## src/rtl/led_scan_pkg.sv

```systemverilog
// Shared definitions for the 16x16x2 LED scan-bus receiver: geometry, bus field
// positions, pixel-plane type, capture FSM states and a bit-reversal helper.
package led_scan_pkg;

  localparam int LED_ROWS = 16;
  localparam int LED_COLS = 16;

  // Field positions on the 36-bit scan bus
  localparam int ROW_MSB = 35;
  localparam int ROW_LSB = 32;
  localparam int GRN_MSB = 31;
  localparam int RED_MSB = 15;

  // [row][col] pixel plane; bit c of a row word is column c
  typedef logic [LED_ROWS-1:0][LED_COLS-1:0] pixel_plane_t;

  typedef enum logic [0:0] {
    HUNT    = 1'b0,
    CAPTURE = 1'b1
  } scan_state_t;

  // Column 0 sits in the MSB of each bus half, so a bus half maps to a row word
  // by mirroring the bit order.
  function automatic logic [15:0] bit_reverse16(input logic [15:0] v);
    logic [15:0] r;
    for (int i = 0; i < 16; i++) begin
      r[i] = v[15-i];
    end
    return r;
  endfunction

endpackage

```

## src/rtl/led_scan_decoder_if.sv

```systemverilog
// Scan-bus side and published-frame side of the LED scan decoder.
// master: the bus driver / frame consumer; slave: the decoder itself.
interface led_scan_decoder_if;
  import led_scan_pkg::*;

  logic [35:0]  GPIO_1;
  logic         capture_en;
  pixel_plane_t RedPixels;
  pixel_plane_t GrnPixels;
  logic         frame_valid;
  logic         frame_done;
  logic         row_skip_err;
  logic [7:0]   err_count;

  modport master (
    output GPIO_1, capture_en,
    input  RedPixels, GrnPixels, frame_valid, frame_done, row_skip_err, err_count
  );

  modport slave (
    input  GPIO_1, capture_en,
    output RedPixels, GrnPixels, frame_valid, frame_done, row_skip_err, err_count
  );

endinterface

```

## src/rtl/led_scan_settle.sv

```systemverilog
// Synchronizer plus stability filter for the scan bus. A bus word is accepted
// once it has been seen unchanged for SETTLE_CYCLES synced samples; exactly one
// accept is produced per stable dwell. Fields are presented in bus bit order.
module led_scan_settle
  import led_scan_pkg::*;
#(
  parameter int SYNC_STAGES   = 2,
  parameter int SETTLE_CYCLES = 4
) (
  input  logic        i_clk,
  input  logic        i_rst_n,
  input  logic [35:0] i_bus,
  output logic        o_accept,
  output logic [3:0]  o_row,
  output logic [15:0] o_red,
  output logic [15:0] o_grn
);

  localparam int CW = $clog2(SETTLE_CYCLES + 1);
  localparam logic [CW-1:0] SAT = CW'(SETTLE_CYCLES - 1);

  logic [SYNC_STAGES-1:0][35:0] r_sync;
  logic [35:0]                  r_prev;
  logic [CW-1:0]                r_cnt;
  logic                         r_flag;

  logic [35:0]   w_synced;
  logic          w_same;
  logic [CW-1:0] w_run;
  logic          w_flag;

  assign w_synced = r_sync[SYNC_STAGES-1];
  assign w_same   = (w_synced == r_prev);
  // w_run is (number of identical synced samples including this one) - 1
  assign w_run    = w_same ? ((r_cnt == SAT) ? SAT : r_cnt + CW'(1)) : '0;
  // A change of word re-arms the accept in the same cycle it is seen
  assign w_flag   = w_same & r_flag;
  assign o_accept = (w_run == SAT) & ~w_flag;

  assign o_row = w_synced[ROW_MSB:ROW_LSB];
  assign o_grn = w_synced[GRN_MSB:GRN_MSB-15];
  assign o_red = w_synced[RED_MSB:0];

  // Multi-flop synchronizer on every bus bit
  always_ff @(posedge i_clk or negedge i_rst_n) begin
    if (!i_rst_n) begin
      r_sync <= '0;
    end else begin
      r_sync <= {r_sync[SYNC_STAGES-2:0], i_bus};
    end
  end

  // Stability counter and one-shot accept flag
  always_ff @(posedge i_clk or negedge i_rst_n) begin
    if (!i_rst_n) begin
      r_prev <= 36'd0;
      r_cnt  <= '0;
      r_flag <= 1'b0;
    end else begin
      r_prev <= w_synced;
      r_cnt  <= w_run;
      r_flag <= w_flag | o_accept;
    end
  end

endmodule

```

## src/rtl/led_scan_decoder.sv

```systemverilog
// Receive side of the 16x16x2 LED scan bus: filters the bus, checks row order,
// assembles a working frame and publishes it atomically to RedPixels/GrnPixels.
// Build option: define LED_SCAN_ERRCNT_EN to enable the saturating skip counter
// on err_count (otherwise err_count is tied to zero).
module led_scan_decoder
  import led_scan_pkg::*;
#(
  parameter int SYNC_STAGES   = 2,
  parameter int SETTLE_CYCLES = 4
) (
  input  logic               clk,
  input  logic               reset,
  led_scan_decoder_if.slave  bus
);

  logic        w_accept;
  logic [3:0]  w_row;
  logic [15:0] w_red;
  logic [15:0] w_grn;
  logic [15:0] w_red_row;
  logic [15:0] w_grn_row;
  logic [3:0]  w_prev_row;

  scan_state_t  r_state;
  logic [3:0]   r_expect;
  pixel_plane_t r_work_red;
  pixel_plane_t r_work_grn;
  logic         r_pub_pending;
  pixel_plane_t r_red_pix;
  pixel_plane_t r_grn_pix;
  logic         r_frame_valid;
  logic         r_frame_done;
  logic         r_skip_err;

  led_scan_settle #(
    .SYNC_STAGES   (SYNC_STAGES),
    .SETTLE_CYCLES (SETTLE_CYCLES)
  ) u_settle (
    .i_clk    (clk),
    .i_rst_n  (reset),
    .i_bus    (bus.GPIO_1),
    .o_accept (w_accept),
    .o_row    (w_row),
    .o_red    (w_red),
    .o_grn    (w_grn)
  );

  assign w_red_row  = bit_reverse16(w_red);
  assign w_grn_row  = bit_reverse16(w_grn);
  assign w_prev_row = r_expect - 4'd1;

  // Row-order FSM, working buffer and atomic frame publish
  always_ff @(posedge clk or negedge reset) begin
    if (!reset) begin
      r_state       <= HUNT;
      r_expect      <= 4'd0;
      r_work_red    <= '0;
      r_work_grn    <= '0;
      r_pub_pending <= 1'b0;
      r_red_pix     <= '0;
      r_grn_pix     <= '0;
      r_frame_valid <= 1'b0;
      r_frame_done  <= 1'b0;
      r_skip_err    <= 1'b0;
    end else begin
      r_frame_done  <= 1'b0;
      r_skip_err    <= 1'b0;
      r_pub_pending <= 1'b0;
      if (!bus.capture_en) begin
        r_state <= HUNT;
      end else begin
        // Publish copies the buffer as it stood before any accept this cycle
        if (r_pub_pending) begin
          r_red_pix     <= r_work_red;
          r_grn_pix     <= r_work_grn;
          r_frame_done  <= 1'b1;
          r_frame_valid <= 1'b1;
        end
        if (w_accept) begin
          case (r_state)
            HUNT: begin
              if (w_row == 4'd0) begin
                r_work_red[0] <= w_red_row;
                r_work_grn[0] <= w_grn_row;
                r_expect      <= 4'd1;
                r_state       <= CAPTURE;
              end else begin
                r_state <= HUNT;
              end
            end
            CAPTURE: begin
              if (w_row == r_expect) begin
                r_work_red[w_row] <= w_red_row;
                r_work_grn[w_row] <= w_grn_row;
                if (w_row == 4'd15) begin
                  r_pub_pending <= 1'b1;
                  r_expect      <= 4'd0;
                end else begin
                  r_expect <= r_expect + 4'd1;
                end
              end else if (w_row == w_prev_row) begin
                // Data changed while the scan dwells on a row: refresh it
                r_work_red[w_row] <= w_red_row;
                r_work_grn[w_row] <= w_grn_row;
              end else begin
                r_skip_err <= 1'b1;
                r_work_red <= '0;
                r_work_grn <= '0;
                if (w_row == 4'd0) begin
                  r_work_red[0] <= w_red_row;
                  r_work_grn[0] <= w_grn_row;
                  r_expect      <= 4'd1;
                end else begin
                  r_state <= HUNT;
                end
              end
            end
            default: begin
              r_state <= HUNT;
            end
          endcase
        end
      end
    end
  end

  assign bus.RedPixels    = r_red_pix;
  assign bus.GrnPixels    = r_grn_pix;
  assign bus.frame_valid  = r_frame_valid;
  assign bus.frame_done   = r_frame_done;
  assign bus.row_skip_err = r_skip_err;

`ifdef LED_SCAN_ERRCNT_EN
  logic [7:0] r_err_cnt;

  // Saturating count of out-of-order rows, cleared only by reset
  always_ff @(posedge clk or negedge reset) begin
    if (!reset) begin
      r_err_cnt <= 8'd0;
    end else if (r_skip_err && (r_err_cnt != 8'hFF)) begin
      r_err_cnt <= r_err_cnt + 8'd1;
    end
  end

  assign bus.err_count = r_err_cnt;
`else
  assign bus.err_count = 8'd0;
`endif

endmodule

```

## src/flat_wrapper.sv

```systemverilog
// flat-port wrapper written by rule: the top's interface ports become plain ports
module led_scan_decoder_flat import led_scan_pkg::*;
#(
  parameter int SYNC_STAGES   = 2,
  parameter int SETTLE_CYCLES = 4
)
  (clk, reset, bus_GPIO_1, bus_capture_en, bus_RedPixels, bus_GrnPixels, bus_frame_valid, bus_frame_done, bus_row_skip_err, bus_err_count);
  led_scan_decoder_if bus_i ();
  input  logic clk;
  input  logic reset;
  input wire logic [$bits(bus_i.GPIO_1)-1:0] bus_GPIO_1;
  input wire logic [$bits(bus_i.capture_en)-1:0] bus_capture_en;
  output wire logic [$bits(bus_i.RedPixels)-1:0] bus_RedPixels;
  output wire logic [$bits(bus_i.GrnPixels)-1:0] bus_GrnPixels;
  output wire logic [$bits(bus_i.frame_valid)-1:0] bus_frame_valid;
  output wire logic [$bits(bus_i.frame_done)-1:0] bus_frame_done;
  output wire logic [$bits(bus_i.row_skip_err)-1:0] bus_row_skip_err;
  output wire logic [$bits(bus_i.err_count)-1:0] bus_err_count;
  assign bus_i.GPIO_1 = bus_GPIO_1;
  assign bus_i.capture_en = bus_capture_en;
  assign bus_RedPixels = bus_i.RedPixels;
  assign bus_GrnPixels = bus_i.GrnPixels;
  assign bus_frame_valid = bus_i.frame_valid;
  assign bus_frame_done = bus_i.frame_done;
  assign bus_row_skip_err = bus_i.row_skip_err;
  assign bus_err_count = bus_i.err_count;
  led_scan_decoder #(.SYNC_STAGES(SYNC_STAGES), .SETTLE_CYCLES(SETTLE_CYCLES)) u_core (.clk(clk), .reset(reset), .bus(bus_i));
endmodule
```

## config.mk

```make
export PLATFORM = sky130hd
export DESIGN_NAME = led_scan_decoder_flat
export DESIGN_NICKNAME = d
export VERILOG_FILES = /design/src/rtl/led_scan_pkg.sv /design/src/rtl/led_scan_decoder_if.sv /design/src/rtl/led_scan_settle.sv /design/src/rtl/led_scan_decoder.sv /design/src/flat_wrapper.sv
export SDC_FILE = /design/constraint.sdc
export NUM_CORES = 2
export LEC_CHECK = 0
export BUFFER_PORTS_ARGS = -buffer_cell sky130_fd_sc_hd__buf_2
export CORE_ASPECT_RATIO = 1.1
export CORE_UTILIZATION = 33
export DETAILED_ROUTE_END_ITERATION = 10
export GPL_ROUTABILITY_DRIVEN = 0
export GPL_TIMING_DRIVEN = 0
export PLACE_DENSITY = 0.47
export SLEW_MARGIN = 5
export SYNTH_ARGS = -nofsm -noshare
export SYNTH_HDL_FRONTEND = slang
export SYNTH_HIERARCHICAL = 1
export SYNTH_SLANG_ARGS = --single-unit
```

## constraint.sdc

```tcl
create_clock -name clk -period 7.44 [get_ports clk]
set_input_delay 1.116 -clock clk [delete_from_list [all_inputs] [get_ports clk]]
set_output_delay 1.116 -clock clk [all_outputs]
set_load 0.05 [all_outputs]
```

# After elaboration in Yosys (flattened, before gate mapping)
# Index checks and enable logic that the tools add are counted.
# op_classes
mux	39
n_reduce_logical	6
eq_ne	9
magnitude_cmp	2
n_addsub	3
n_bitwise	5
# ops
operator	count
$mux 256	4
$bwmux 256	2
$mux 16	5
$demux 16 s4	1
$pmux 16 s2	2
$eq 36x36->1	1
$mux 1	17
$mux 4	4
$reduce_and 3->1	3
$eq 4x4->1	2
$pmux 4 s2	1
$eq 3x2->1 const B	2
$mux 3	2
$lt 4x5->1 const B	1
$add 4x1->4 const B	1
$eq 4x4->1 const B	1
$ge 4x1->1 const B	1
$logic_not 4->1	1
$ne 2x1->1 const B	2
$sub 4x1->4 const B	1
$add 3x1->3 const B	1
$ne 3x3->1 const B	1
$and 1x1->1	2
$not 1->1	2
4 further kinds	4
# word_totals
output_inout_bits	523
input_bits	39
word_cells	139
ff_bits	1145

# Depth between registers and ports, before layout
# depth
word_depth	8
depth_mapped	13
ltp_nobuf	10

# By module
# Netlist, hierarchy kept.
# modules_own_cells
mod	area_each_um2	seq_area_each_um2	n_inst	cells_each
led_scan_decoder	40294.9	25849.8	1	4482
led_scan_settle	3568.4	2802.7	1	211

# Worst setup path after synthesis
# OpenSTA, ideal clock, no wires.
# synth_timing
kind	reg2reg
from	register u_core.u_settle.r_sync, in the netlist u_core/u_settle/w_synced[28]
to	register u_core/r_work_grn[16] (netlist name)
synth_period_minus_slack_ps	2831
path_buffers	2
arrival_ps	2754
required_time_ps	7363
path_stages_with_launch	12
setup_ps	77
slack_ps	4609
cell_sequence	dfrtp_1 > xor2_1 > nor4_1 > nand3_1 > nor4_1 > and3_1 > clkbuf_1 > nand3b_1 > nor3_1 > clkbuf_1 > nand2_1 > a21oi_1
# synth_via
elab_chain_len	5
word_cells_on_any_way	7
cone_classes	eq/ne (2); mux (1); bitwise (3); reduce/logical (1)
# synth_lines
element	line_no	rtl
start: declaration	led_scan_settle.sv:22	logic [SYNC_STAGES-1:0][35:0] r_sync;
start signal: assignment	led_scan_settle.sv:49	r_sync <= {r_sync[SYNC_STAGES-2:0], i_bus};
$eq 36x36->1 *	led_scan_settle.sv:33	assign w_same = (w_synced == r_prev);
$mux 3 / $and 1x1->1 (equally long branches)	led_scan_settle.sv:35, led_scan_settle.sv:37	
$eq 3x2->1 / $not 1->1 (equally long branches)	led_scan_settle.sv:38	assign o_accept = (w_run == SAT) & ~w_flag;
$and 1x1->1 *	led_scan_settle.sv:38	
via u_core.w_accept	led_scan_decoder.sv:16	logic w_accept;
$reduce_and 3->1 (no line) *	-	
end signal: indexed assignment	led_scan_decoder.sv:94	r_work_grn[w_row] <= w_grn_row;
end signal: indexed assignment	led_scan_decoder.sv:104	r_work_grn[w_row] <= w_grn_row;
end: declaration	led_scan_decoder.sv:27	pixel_plane_t r_work_grn;
# The timed path passes the listed nets; every way through them passes the cells marked *.
# A chain may end at the register's enable or synchronous reset.

# Worst setup path after layout
# layout_timing
from	register u_core.u_settle.r_sync, in the netlist u_core/u_settle/w_synced[5]
to	register u_core/r_work_red[210] (netlist name)
# layout_via
elab_chain_len	5
word_cells_on_any_way	7
cone_classes	eq/ne (2); mux (1); bitwise (3); reduce/logical (1)
# layout_lines
element	line_no	rtl
$eq 36x36->1 *	led_scan_settle.sv:33	
$mux 3 / $and 1x1->1 (equally long branches)	led_scan_settle.sv:35, led_scan_settle.sv:37	
$eq 3x2->1 / $not 1->1 (equally long branches)	led_scan_settle.sv:38	
$and 1x1->1 *	led_scan_settle.sv:38	
via u_core.w_accept	led_scan_decoder.sv:16	
$reduce_and 3->1 (no line) *	-	
end signal: indexed assignment	led_scan_decoder.sv:93	r_work_red[w_row] <= w_red_row;
end signal: indexed assignment	led_scan_decoder.sv:103	r_work_red[w_row] <= w_red_row;
end: declaration	led_scan_decoder.sv:26	pixel_plane_t r_work_red;
# Marked as above.

==> results.py <==
metrics = {
    "status": {
        "status": "finished clean",
    },
    "placed_design": {
        "place_ws_ns": 2.26,
        "numPortBuffers": 552,
        "place_area_um2": 49200,
        "dp_hpwl_um": 112000,
    },
    "job": {
        "maxCapViolCount": 0,
    },
    "global_routing": {
        "met3_usage_pct": 4.82,
        "first_global_vias": 33891,
        "grt_most_used_layer": "met2",
        "grt_max_degree": 146,
        "overflow": 0,
        "grt_util_all_layers_pct": 23.6,
        "globalRouteMet1Util_pct": 31.5,
        "antenna_found_initial": 2,
        "grt_pass1_wl_um": 231000,
        "met2_usage_pct": 38.3,
    },
    "power_and_ir_drop": {
        "netSwitchingPower_w": 0.00295,
        "sw_frac_of_total_pct": 22.0,
        "p_int_w": 0.0104,
        "ir_worst_vdd_uv": 204,
        "p_clk_share_pct": 50.6,
        "power_w": 0.0134,
        "cellLeakagePower_nw": 28.2,
        "seqPwrFrac_pct": 46.9,
        "power_density_nw_per_um2": 249,
        "comb_power_share_pct": 2.4,
    },
    "timing": {
        "rsz0062_at_grt": "no",
        "worst_slack_ns": 2.43,
        "setup_viol": 0,
        "tns_ns": 0,
        "fin_crit_sh_pct": 67.3,
        "maxSlewViolCount": 0,
        "finClkSkew_ns": 0.0296,
        "final_hold_viol_count": 0,
        "max_slew_margin_pct": 14.6,
        "min_period_ns": 5.01,
        "hold_slack_ns": 0.234,
        "max_freq_mhz": 200,
        "max_slew.worst_pin.slew_ns": 1.28,
    },
    "die": {
        "rows": 139,
        "die_y_um": 384,
        "ios": 562,
        "core_area_um2": 131000,
        "start_util_pct": 33.4,
        "dieWidth_um": 350,
        "dieArea_um2": 134000,
    },
    "layout": {
        "final_common_cell": "nand2_1",
        "drive_above_1_share_pct": 18.0,
        "area.growth.synth_to_final_pct": 22.3,
        "final_cell_mix": "nand2_1, dfrtp_1, buf_2",
        "final_cell_area_um2": 53700,
        "nNetsFinal": 5430,
        "fillers": 13483,
    },
    "worst_setup_path": {
        "path_cells": "xor2_1 -> nor4_1 -> nand4_1 -> nor4_1 -> nand3_1 -> nor3b_1 -> nand3_1 -> clkbuf_1 -> nand2_1 -> a21oi_1",
        "cp_data_required_time_ns": 8.06,
        "crit_end": "u_core/r_work_red[210]$_DFFE_PN0P_",
        "critPathLaunch": "u_core/u_settle/w_synced[5]$_DFF_PN0_",
        "slowest_delay_ns": 0.83,
        "regToRegEndpoint": "u_core/r_work_red[210]$_DFFE_PN0P_",
        "reg2reg_depth": 10,
        "cp-start-kind": "register",
        "criticalPathCategory": "register to register",
        "crit_path_max_fanout": 10,
        "critPathSlowestCell": "nor4_1",
        "r2r_start": "u_core/u_settle/w_synced[5]$_DFF_PN0_",
        "r2r_setup_slack_ns": 2.43,
        "arrival_ns": 5.63,
        "endpoint_kind": "register",
    },
    "route": {
        "drc": 0,
        "vias_per_cell": 4.69,
        "drt_first_iter_violations": 2508,
        "dr.pass1.iters": 5,
        "wl_per_cell_um": 21.9,
        "routed_wl_um": 159000,
        "num_vias": 34042,
        "ant_nets": 0,
    },
    "logic_synthesis": {
        "yosysWarnings": 6,
        "synth_area_um2": 43900,
        "synth_cell_types": 45,
        "synthFlopType": "dfrtp_1",
        "syn_inst": 4693,
        "synth_seq_cells": 1145,
        "syn_area_per_cell_um2": 9.35,
        "yosysSeqAreaShare_pct": 65.3,
        "synth_edf_count": 0,
        "ys_async_sr_fraction_pct": 100,
    },
    "clock_tree": {
        "insertion_delay_ns": 0.76,
        "clock-root-buffer": "clkbuf_16",
        "cts_tree": "done",
        "cts_resized": 0,
        "clkSinkCount": 1145,
        "cts_buffers": 121,
        "cts_setup_buffers": 0,
        "cts_hold_buf": 0,
        "clk_pin_slew_ns": 0.06,
        "clock_path_buffers": 3,
        "cts.htree.levels": 3,
    },
    "min_path": {
        "hp-class": "primary input to async pin",
    },
}
==> state kept, by name, indices dropped and copies added, names as in the netlist <==
| name | cells |
|---|---|
| u_core/r_expect | 4 |
| u_core/u_settle/r_sync | 36 |
| u_core/r_work_grn | 256 |
| u_core/r_work_red | 256 |
| u_core/u_settle/r_flag | 1 |
| u_core/bus.frame_valid | 1 |
| u_core/bus.RedPixels | 256 |
| u_core/u_settle/w_synced | 36 |
| u_core/bus.row_skip_err | 1 |
| u_core/u_settle/r_cnt | 3 |
| u_core/r_pub_pending | 1 |
| u_core/bus.frame_done | 1 |
| u_core/bus.GrnPixels | 256 |
| u_core/u_settle/r_prev | 36 |
| u_core/r_state | 1 |
==> synthesized netlist by cell type (2+ instances only) <==
cell / instances / area share, %
nand2_1: 2513 / 22
dfrtp_1: 1145 / 65
a21oi_1: 393 / 4.5
clkbuf_1: 240 / 2.1
a21oi_2: 90 / 1.8
buf_2: 50 / 0.57
buf_4: 44 / 0.75
buf_1: 37 / 0.32
xor2_1: 37 / 0.74
a22o_1: 33 / 0.66
nor2_1: 16 / 0.14
nor4_1: 16 / 0.23
buf_6: 12 / 0.31
nand3_1: 9 / 0.10
inv_1: 4 / 0.034
nand2b_1: 4 / 0.057
nand4_1: 4 / 0.057
nor2b_1: 4 / 0.057
nor3_1: 4 / 0.046
xnor2_1: 4 / 0.080
a31o_2: 3 / 0.060
ha_1: 3 / 0.086
or3_1: 3 / 0.043
nand3b_1: 2 / 0.034
nor3_2: 2 / 0.046
nor3b_1: 2 / 0.034
==> per-layer routing <==
layer / vias up / part of all wire (%)
met2: 894 / 48
met4: 0 / 2.6
li1: 15997 / -
met1: 16969 / 44
met3: 182 / 6.2
met5: - / 0
==> critical path: cells and delay by family (launching register included) <==
family	cells	cell delay (ns)
and+or+nand+nor	7	3.65
buffers and inverters	1	0.60
DFF	1	0.40
xor gates and xnor gates	1	0.15
AOI/OAI and AO/OA	1	0.08
==> per-stage QoR <==
stage / utilization [%] / cells
2_1_floorplan: - / 4700
3_3_place_gp: 37.3 / 7014
3_5_place_dp: 37.5 / 7027
4_1_cts: 40.9 / 7256
5_1_grt: 40.9 / 7256
6_report: 40.9 / 7259
==> how the worst min path moves through the flow <==
stage	to	startpoint	slack (ns)	cells past startpoint
5_1_grt	u_core/u_settle/r_prev[5]$_DFF_PN0_	reset	0.22	1
2_1_floorplan	u_core/u_settle/w_synced[0]$_DFF_PN0_	u_core/u_settle/r_sync[0]$_DFF_PN0_	0.33	0
3_3_place_gp	u_core/u_settle/w_synced[23]$_DFF_PN0_	u_core/u_settle/r_sync[23]$_DFF_PN0_	0.33	0
3_5_place_dp	u_core/u_settle/w_synced[23]$_DFF_PN0_	u_core/u_settle/r_sync[23]$_DFF_PN0_	0.34	0
4_1_cts	u_core/u_settle/r_sync[5]$_DFF_PN0_	reset	0.19	1
6_report	u_core/u_settle/r_sync[5]$_DFF_PN0_	reset	0.23	1
==> cell type report <==
type,instances,area (um2),area share [%]
Antenna cell,3,7.51,0.0140
Buffer,383,1760,3.28
Clock buffer,168,3530,6.57
Clock inverter,61,955,1.78
Inverter,5,18.8,0.0350
Multi-Input combinational cell,3167,13500,25.1
Sequential cell,1145,28700,53.4
Tap cell,1762,2200,4.11
Timing Repair Buffer,565,3060,5.69
==> power groups by stage <==
stage | registers, W | logic (W) | clock network [W]
floorplan | 0.00639 | 0.0000886 | 0
global placement | 0.00640 | 0.000321 | 0
detailed placement | 0.00639 | 0.000339 | 0
CTS | 0.00627 | 0.000339 | 0.00694
global route | 0.00627 | 0.000361 | 0.00718
finish | 0.00627 | 0.000326 | 0.00677
==> logic make-up after synthesis <==
kind of cell             synth area share [%]
other                                 0.00855
buffers and inverters                    4.04
AO/OA/AOI/OAI                            7.18
XOR/XNOR                                0.910
flip-flops                               65.3
adder cells (fa/ha/maj)                 0.108
AND/OR/NAND/NOR                          22.4
No activity file was read; power rests on OpenSTA's default activity.
